## config.mk

```make
export PLATFORM = sky130hd
export DESIGN_NAME = pe_job_issuer_flat
export DESIGN_NICKNAME = d
export VERILOG_FILES = /design/src/rtl/pe_job_issuer_pkg.sv /design/src/rtl/pe_job_issuer_if.sv /design/src/rtl/pe_job_issuer.sv /design/src/flat_wrapper.sv
export SDC_FILE = /design/constraint.sdc
export NUM_CORES = 1
export LEC_CHECK = 0
export CELL_PAD_IN_SITES_DETAIL_PLACEMENT = 1
export CELL_PAD_IN_SITES_GLOBAL_PLACEMENT = 1
export CORE_MARGIN = 2
export CORE_UTILIZATION = 47
export CTS_CLUSTER_SIZE = 40
export DETAILED_ROUTE_END_ITERATION = 12
export PLACE_DENSITY = 0.81
export RECOVER_POWER = 100
export SKIP_LAST_GASP = 1
export SLEW_MARGIN = 20
export SYNTH_ARGS = -nofsm -noshare
export SYNTH_HDL_FRONTEND = slang
export SYNTH_SLANG_ARGS = --single-unit
```

## constraint.sdc

```tcl
create_clock -name clk -period 5.8 [get_ports clk]
set_input_delay 1.74 -clock clk [delete_from_list [all_inputs] [get_ports clk]]
set_output_delay 1.74 -clock clk [all_outputs]
set_load 0.01 [all_outputs]
```

## src/rtl/pe_job_issuer_pkg.sv

```systemverilog
// Shared widths and transfer types for the PE array data/result protocol.
package pe_job_issuer_pkg;

  localparam int unsigned DATA_WIDTH = 16;
  localparam int unsigned OP_WIDTH   = 2;
  localparam int unsigned TID_WIDTH  = 4;

  typedef struct packed {
    logic [DATA_WIDTH-1:0] a;
    logic [DATA_WIDTH-1:0] b;
    logic [OP_WIDTH-1:0]   op_type;
    logic [TID_WIDTH-1:0]  trans_id;
  } pe_data_t;

  typedef struct packed {
    logic [DATA_WIDTH-1:0] result_data;
    logic [OP_WIDTH-1:0]   op_type;
    logic [TID_WIDTH-1:0]  trans_id;
  } pe_result_t;

endpackage

```

## src/rtl/pe_job_issuer_if.sv

```systemverilog
// Job, PE request/result and completion signals of pe_job_issuer.
// master = the issuer itself, slave = controller plus PE array side.
interface pe_job_issuer_if;
  import pe_job_issuer_pkg::*;

  logic [DATA_WIDTH-1:0] job_a;
  logic [DATA_WIDTH-1:0] job_b;
  logic [OP_WIDTH-1:0]   job_op;
  logic                  job_valid;
  logic                  job_ready;

  pe_data_t              pe_data;
  logic                  pe_data_valid;
  logic                  pe_data_ready;

  pe_result_t            pe_result;
  logic                  pe_result_valid;
  logic                  pe_result_ready;

  logic [DATA_WIDTH-1:0] rsp_data;
  logic [TID_WIDTH-1:0]  rsp_tid;
  logic [1:0]            rsp_err;
  logic                  rsp_valid;
  logic                  rsp_ready;

  logic [7:0]            drop_count;

  modport master (
    input  job_a, job_b, job_op, job_valid, pe_data_ready,
           pe_result, pe_result_valid, rsp_ready,
    output job_ready, pe_data, pe_data_valid, pe_result_ready,
           rsp_data, rsp_tid, rsp_err, rsp_valid, drop_count
  );

  modport slave (
    output job_a, job_b, job_op, job_valid, pe_data_ready,
           pe_result, pe_result_valid, rsp_ready,
    input  job_ready, pe_data, pe_data_valid, pe_result_ready,
           rsp_data, rsp_tid, rsp_err, rsp_valid, drop_count
  );

endinterface

```

## src/rtl/pe_job_issuer.sv

```systemverilog
// Queues controller jobs, issues one tagged PE request at a time and returns completions.
// Optional result timeout is compiled in with PE_JOB_ISSUER_TIMEOUT_EN.
module pe_job_issuer
  import pe_job_issuer_pkg::*;
#(
  parameter int unsigned JOB_FIFO_DEPTH = 4,
  parameter int unsigned TIMEOUT_CYCLES = 256
) (
  input logic            clk,
  input logic            rst,
  pe_job_issuer_if.master bus
);

  localparam int unsigned PTR_W = $clog2(JOB_FIFO_DEPTH);

  typedef struct packed {
    logic [DATA_WIDTH-1:0] a;
    logic [DATA_WIDTH-1:0] b;
    logic [OP_WIDTH-1:0]   op;
  } job_t;

  typedef enum logic [1:0] {
    IDLE,
    ISSUE,
    WAIT_RESULT,
    RESPOND
  } state_t;

  typedef enum logic [1:0] {
    ERR_OK       = 2'b00,
    ERR_MISMATCH = 2'b01,
    ERR_TIMEOUT  = 2'b10
  } err_t;

  state_t                state;
  state_t                state_next;

  job_t                  fifo_mem [JOB_FIFO_DEPTH];
  job_t                  fifo_head;
  logic [PTR_W:0]        wr_ptr;
  logic [PTR_W:0]        rd_ptr;
  logic                  fifo_empty;
  logic                  fifo_full;
  logic                  push;
  logic                  pop;

  logic [TID_WIDTH-1:0]  tid_ctr;
  pe_data_t              pe_data_q;
  logic [DATA_WIDTH-1:0] rsp_data_q;
  logic [TID_WIDTH-1:0]  rsp_tid_q;
  err_t                  rsp_err_q;
  logic [7:0]            drop_count_q;

  logic                  issue_xfer;
  logic                  result_xfer;
  logic                  result_match;
  logic                  drop;
  logic                  pe_data_valid_c;
  logic                  pe_result_ready_c;
  logic                  rsp_valid_c;

`ifdef PE_JOB_ISSUER_TIMEOUT_EN
  localparam int unsigned TMO_W = $clog2(TIMEOUT_CYCLES + 1);
  logic [TMO_W-1:0]      tmo_cnt;
  logic                  tmo_hit;
`endif

  // Extra pointer MSB distinguishes full from empty.
  assign fifo_empty = (wr_ptr == rd_ptr);
  assign fifo_full  = (wr_ptr[PTR_W] != rd_ptr[PTR_W]) &&
                      (wr_ptr[PTR_W-1:0] == rd_ptr[PTR_W-1:0]);
  assign push       = bus.job_valid && !fifo_full;
  assign fifo_head  = fifo_mem[rd_ptr[PTR_W-1:0]];

  assign result_match = (bus.pe_result.trans_id == pe_data_q.trans_id) &&
                        (bus.pe_result.op_type  == pe_data_q.op_type);

  always_ff @(posedge clk) begin
    if (push) begin
      fifo_mem[wr_ptr[PTR_W-1:0]] <= '{a: bus.job_a, b: bus.job_b, op: bus.job_op};
    end
  end

  always_ff @(posedge clk) begin
    if (rst) begin
      state <= IDLE;
    end else begin
      state <= state_next;
    end
  end

  always_comb begin
    state_next        = state;
    pop               = 1'b0;
    issue_xfer        = 1'b0;
    result_xfer       = 1'b0;
    drop              = 1'b0;
    pe_data_valid_c   = 1'b0;
    pe_result_ready_c = 1'b0;
    rsp_valid_c       = 1'b0;
`ifdef PE_JOB_ISSUER_TIMEOUT_EN
    tmo_hit           = 1'b0;
`endif
    case (state)
      IDLE: begin
        pe_result_ready_c = 1'b1;
        drop              = bus.pe_result_valid;
        if (!fifo_empty) begin
          pop        = 1'b1;
          state_next = ISSUE;
        end
      end
      ISSUE: begin
        pe_data_valid_c = 1'b1;
        if (bus.pe_data_ready) begin
          issue_xfer = 1'b1;
          state_next = WAIT_RESULT;
        end
      end
      WAIT_RESULT: begin
        pe_result_ready_c = 1'b1;
        // A result on the final counted cycle beats the timeout.
        if (bus.pe_result_valid) begin
          result_xfer = 1'b1;
          state_next  = RESPOND;
        end
`ifdef PE_JOB_ISSUER_TIMEOUT_EN
        else if (tmo_cnt == TMO_W'(TIMEOUT_CYCLES - 1)) begin
          tmo_hit    = 1'b1;
          state_next = RESPOND;
        end
`endif
      end
      RESPOND: begin
        rsp_valid_c = 1'b1;
        if (bus.rsp_ready) begin
          state_next = IDLE;
        end
      end
      default: state_next = IDLE;
    endcase
  end

`ifdef PE_JOB_ISSUER_TIMEOUT_EN
  always_ff @(posedge clk) begin
    if (rst || issue_xfer) begin
      tmo_cnt <= '0;
    end else if (state == WAIT_RESULT) begin
      tmo_cnt <= tmo_cnt + 1'b1;
    end
  end
`endif

  always_ff @(posedge clk) begin
    if (rst) begin
      wr_ptr       <= '0;
      rd_ptr       <= '0;
      tid_ctr      <= '0;
      pe_data_q    <= '0;
      rsp_data_q   <= '0;
      rsp_tid_q    <= '0;
      rsp_err_q    <= ERR_OK;
      drop_count_q <= '0;
    end else begin
      if (push) begin
        wr_ptr <= wr_ptr + 1'b1;
      end
      if (pop) begin
        rd_ptr    <= rd_ptr + 1'b1;
        pe_data_q <= '{a:        fifo_head.a,
                       b:        fifo_head.b,
                       op_type:  fifo_head.op,
                       trans_id: tid_ctr};
      end
      if (issue_xfer) begin
        tid_ctr <= tid_ctr + 1'b1;
      end
      if (result_xfer) begin
        rsp_data_q <= bus.pe_result.result_data;
        rsp_tid_q  <= bus.pe_result.trans_id;
        rsp_err_q  <= result_match ? ERR_OK : ERR_MISMATCH;
      end
`ifdef PE_JOB_ISSUER_TIMEOUT_EN
      else if (tmo_hit) begin
        rsp_data_q <= '0;
        rsp_tid_q  <= pe_data_q.trans_id;
        rsp_err_q  <= ERR_TIMEOUT;
      end
`endif
      if (drop && (drop_count_q != '1)) begin
        drop_count_q <= drop_count_q + 1'b1;
      end
    end
  end

  assign bus.job_ready       = !fifo_full;
  assign bus.pe_data         = pe_data_q;
  assign bus.pe_data_valid   = pe_data_valid_c;
  assign bus.pe_result_ready = pe_result_ready_c;
  assign bus.rsp_data        = rsp_data_q;
  assign bus.rsp_tid         = rsp_tid_q;
  assign bus.rsp_err         = rsp_err_q;
  assign bus.rsp_valid       = rsp_valid_c;
  assign bus.drop_count      = drop_count_q;

endmodule

```

## src/flat_wrapper.sv

```systemverilog
// flat-port wrapper written by rule: the top's interface ports become plain ports
module pe_job_issuer_flat import pe_job_issuer_pkg::*;
#(
  parameter int unsigned JOB_FIFO_DEPTH = 4,
  parameter int unsigned TIMEOUT_CYCLES = 256
)
  (clk, rst, bus_job_a, bus_job_b, bus_job_op, bus_job_valid, bus_pe_data_ready, bus_pe_result, bus_pe_result_valid, bus_rsp_ready, bus_job_ready, bus_pe_data, bus_pe_data_valid, bus_pe_result_ready, bus_rsp_data, bus_rsp_tid, bus_rsp_err, bus_rsp_valid, bus_drop_count);
  pe_job_issuer_if bus_i ();
  input logic clk;
  input logic rst;
  input wire logic [$bits(bus_i.job_a)-1:0] bus_job_a;
  input wire logic [$bits(bus_i.job_b)-1:0] bus_job_b;
  input wire logic [$bits(bus_i.job_op)-1:0] bus_job_op;
  input wire logic [$bits(bus_i.job_valid)-1:0] bus_job_valid;
  input wire logic [$bits(bus_i.pe_data_ready)-1:0] bus_pe_data_ready;
  input wire logic [$bits(bus_i.pe_result)-1:0] bus_pe_result;
  input wire logic [$bits(bus_i.pe_result_valid)-1:0] bus_pe_result_valid;
  input wire logic [$bits(bus_i.rsp_ready)-1:0] bus_rsp_ready;
  output wire logic [$bits(bus_i.job_ready)-1:0] bus_job_ready;
  output wire logic [$bits(bus_i.pe_data)-1:0] bus_pe_data;
  output wire logic [$bits(bus_i.pe_data_valid)-1:0] bus_pe_data_valid;
  output wire logic [$bits(bus_i.pe_result_ready)-1:0] bus_pe_result_ready;
  output wire logic [$bits(bus_i.rsp_data)-1:0] bus_rsp_data;
  output wire logic [$bits(bus_i.rsp_tid)-1:0] bus_rsp_tid;
  output wire logic [$bits(bus_i.rsp_err)-1:0] bus_rsp_err;
  output wire logic [$bits(bus_i.rsp_valid)-1:0] bus_rsp_valid;
  output wire logic [$bits(bus_i.drop_count)-1:0] bus_drop_count;
  assign bus_i.job_a = bus_job_a;
  assign bus_i.job_b = bus_job_b;
  assign bus_i.job_op = bus_job_op;
  assign bus_i.job_valid = bus_job_valid;
  assign bus_i.pe_data_ready = bus_pe_data_ready;
  assign bus_i.pe_result = bus_pe_result;
  assign bus_i.pe_result_valid = bus_pe_result_valid;
  assign bus_i.rsp_ready = bus_rsp_ready;
  assign bus_job_ready = bus_i.job_ready;
  assign bus_pe_data = bus_i.pe_data;
  assign bus_pe_data_valid = bus_i.pe_data_valid;
  assign bus_pe_result_ready = bus_i.pe_result_ready;
  assign bus_rsp_data = bus_i.rsp_data;
  assign bus_rsp_tid = bus_i.rsp_tid;
  assign bus_rsp_err = bus_i.rsp_err;
  assign bus_rsp_valid = bus_i.rsp_valid;
  assign bus_drop_count = bus_i.drop_count;
  pe_job_issuer #(.JOB_FIFO_DEPTH(JOB_FIFO_DEPTH), .TIMEOUT_CYCLES(TIMEOUT_CYCLES)) u_core (.clk(clk), .rst(rst), .bus(bus_i));
endmodule
```

==> results_dict.tcl <==
set metrics [dict create \
    status "finished, violations left" \
    violations "capacitance limit, slew limit" \
    reg2reg_setup_slack_ns 1.73 \
    hold_buffers 0 \
    diodes 0 \
    cp_num_buf_inv 1 \
    gp_congestion 0.731 \
    clockBufferDepth 3 \
    crit_chain "dlygate4sd3_1 > o31a_1 > and2_0" \
    antenna_found_initial 1 \
    fmax_mhz 218 \
    track_usage_pct 21.6 \
    ioPinCount 134 \
    synth_top_area_share_pct 50.4 \
    synth_most_common_cell "edfxtp_1" \
    ys_warn_count 0 \
    yosys-top-cells-area "edfxtp_1 50%, dfxtp_1 20%, mux4_2 9.5%" \
    peakVddDrop_mv 0.240 \
    crit_type "input pin to register" \
    synth_simple_gate_area_share_pct 8.49 \
    cp_max_fo 34 \
    ys_top_cells_by_count "136 x edfxtp_1, 123 x nand2_1, 79 x dfxtp_1" \
    setup_tns_ns 0 \
    cpPeakStageDelay_ns 2.03 \
    p_leak_nw 3.62 \
    dp_cells 897 \
    worst_hold_path_type "register to register" \
    drv_slew 221 \
    worstReg2RegEnd "u_core.fifo_mem[0][15]$_DFFE_PP_" \
    hold_viol_final 0 \
    coreArea_um2 17100 \
    post-route-period-util_pct 79.1 \
    cts.sinks 215 \
    routed_wl_um 19500 \
    ys_types 42 \
    postCtsSetupBuffers 0 \
    powerDensity_nw_per_um2 428 \
    clockRootBuffer "clkbuf_16" \
    synth_seq_area_share_pct 69.9 \
    cts_tree "yes" \
    die_w_um 135 \
    vias_per_cell 5.40 \
    io_buffers 132 \
    syn_area_um2 8100 \
    dieArea_um2 18300 \
    critical_path.startpoint_type "input pin" \
    die_h_um 135 \
    synth_ff_type "edfxtp_1" \
    crit_arrival_ns 4.64 \
    drv_cap 5 \
    grt_pass1_vias 5449 \
    clock-skew-final_ns 0.0192 \
    holdPathStages 2 \
    synthXorXnorAreaFrac_pct 2.02 \
    synth_fa_ha_area_share_pct 1.70 \
    required_ns 5.85 \
    fin_util_pct 60.4 \
    layout-drive-gt1-share_pct 11.0 \
    layout_min_cycle_time_ns 4.59 \
    clock_latency_ns 0.50 \
    routedWlPerCell_um 20.9 \
    reg2reg_from "u_core.rd_ptr[0]$_SDFFE_PP0P_" \
    holdWs_ns 0.453 \
    critPathTopFamily "simple AND/OR/NAND/NOR gates" \
    synth_edf_count 136 \
    ys_async_sr_fraction_pct 0 \
    cts_max_level 1 \
    cts_resized 0 \
    synth_top_family_by_area "multiplexers" \
    grt_max_degree 81 \
    ys_ff_latch 215 \
    ff2ff_path_depth 4 \
    critPathCapture "u_core.fifo_mem[0][15]$_DFFE_PP_" \
    grt_first_pass_wirelength_um 30200 \
    dp_hpwl_um 12100 \
    fin_nets 769 \
    cp-end-kind "register" \
    worstMarginPinSlew_ns 3.67 \
    synth_compound_area_share_pct 5.67 \
    rows 48 \
    synth_fp_nets 639 \
    vias 5064 \
    clk_pin_slew_ns 0.06 \
    drcViolationCount 0 \
    slew_headroom_pct -145 \
    rsz0062_at_grt "false" \
    dr.pass1.iters 4 \
    setup_viol 0 \
    layout.cells.non_filler 937 \
    postSynthCellCount 566 \
    crit_path_top_delay_cell "and2_0" \
    synth_area_per_cell_um2 14.3 \
    cp_num_cells 3 \
    cts_made_buffers 22 \
    setup.worst_path.start "bus_job_valid" \
    first_iter_violations 353 \
    synth_top_area_cell "edfxtp_1" \
    initial_core_util_pct 47.5 \
    syn_to_final_growth_pct 27.1 \
    antenna_left 0 \
    synth.mux.area_fraction_pct 9.82 \
    overflow 0 \
]
==> where the power goes <==
group          total [mW]  leakage [nW]  internal, mW  switching [mW]
combinational        1.09          1.39         0.479           0.606
sequential           1.92          1.89          1.83          0.0943
clock                1.40         0.339         0.817           0.582
total                4.41          3.62          3.12            1.28
==> cell usage in the layout, fill, tap and decap left out, types with 2 or more instances in the layout <==
master and instances:
o31ai_1 2, o21ai_0 3, dfxtp_2 2, nor3_1 3, xnor2_1 7, bufinv_16 2
nand2b_1 2, nand2_1 123, buf_4 3, dfxtp_1 77, clkinvlp_4 3, clkdlybuf4s50_1 26
clkbuf_1 7, dlygate4sd3_1 105, edfxtp_1 136, clkinv_1 5, nand4_1 3, inv_1 8
or4_1 3, xor2_1 8, and2_0 3, xor2_2 2, mux2i_1 3, mux4_2 34
or3_1 3, ha_1 11, clkinv_2 2, nand3_1 7, clkbuf_16 23, a21oi_1 64
clkinv_4 2, nor2_1 11
==> area by class of cell <==
| cell class | instances | area, um2 |
|---|---|---|
| Clock inverter | 13 | 125 |
| Inverter | 9 | 33.8 |
| Timing Repair Buffer | 137 | 1350 |
| Tap cell | 225 | 282 |
| Multi-Input combinational cell | 311 | 2260 |
| Clock buffer | 27 | 591 |
| Sequential cell | 215 | 5670 |
| Fill cell | 1658 | 6750 |
==> worst register-to-register path, stage by stage (launching register included) <==
cell and delay [ns]:
dfxtp_2 0.32, buf_4 0.58, xor2_2 0.34, o31a_1 0.32
and2_0 2.03
==> cell families (layout without fill, tap and decap cells) <==
kind of cell	after synthesis	after routing
xor+xnor	17	17
mux	37	37
other cells	1	1
simple gates	164	164
compound gates	81	81
flops	215	215
buf+inv	40	186
fa+ha+maj	11	11
==> sequential cells by signal, summed over array words and instances (netlist names) <==
signal and count:
u_core.fifo_mem 136, u_core.bus.pe_data 38, u_core.bus.rsp_data 16, u_core.bus.drop_count 8, u_core.bus.rsp_tid 4, u_core.tid_ctr 4, u_core.rd_ptr 3, u_core.wr_ptr 3
u_core.state 2, u_core.bus.rsp_err 1
==> metal layers <==
layer	up-vias	GRT usage (%)	routed length [um]
met5	-	0	13
met4	2	7.12	496
met3	37	3.03	966
met2	177	39.1	10100
met1	2530	26.7	7970
li1	2318	-	-
==> through the flow <==
stage / power [mW] / cell area [um2] / worst slack (ns)
2_1_floorplan: 2.60 / 8100 / 2.59
3_5_place_dp: 3.09 / 9600 / 2.02
5_1_grt: 4.61 / 10300 / 0.913
6_report: 4.41 / 10300 / 1.21
3_3_place_gp: 3.03 / 9600 / 2.03
4_1_cts: 4.51 / 10300 / 1.47
==> worst min path at each step <==
stage	start	endpoint	slack [ns]
finish	u_core.bus.rsp_data[9]$_SDFFE_PP0P_	u_core.bus.rsp_data[9]$_SDFFE_PP0P_	0.45
global route	u_core.bus.pe_data[31]$_SDFFE_PP0P_	u_core.bus.pe_data[31]$_SDFFE_PP0P_	0.48
CTS	u_core.bus.rsp_data[9]$_SDFFE_PP0P_	u_core.bus.rsp_data[9]$_SDFFE_PP0P_	0.46
detailed placement	u_core.bus.rsp_data[9]$_SDFFE_PP0P_	u_core.bus.rsp_data[9]$_SDFFE_PP0P_	0.45
global placement	u_core.bus.rsp_data[11]$_SDFFE_PP0P_	u_core.bus.rsp_data[11]$_SDFFE_PP0P_	0.44
floorplan	u_core.tid_ctr[3]$_SDFFE_PP0P_	u_core.bus.pe_data[3]$_SDFFE_PP0P_	0.44
Note: power is estimated with default switching activity, not from simulation.
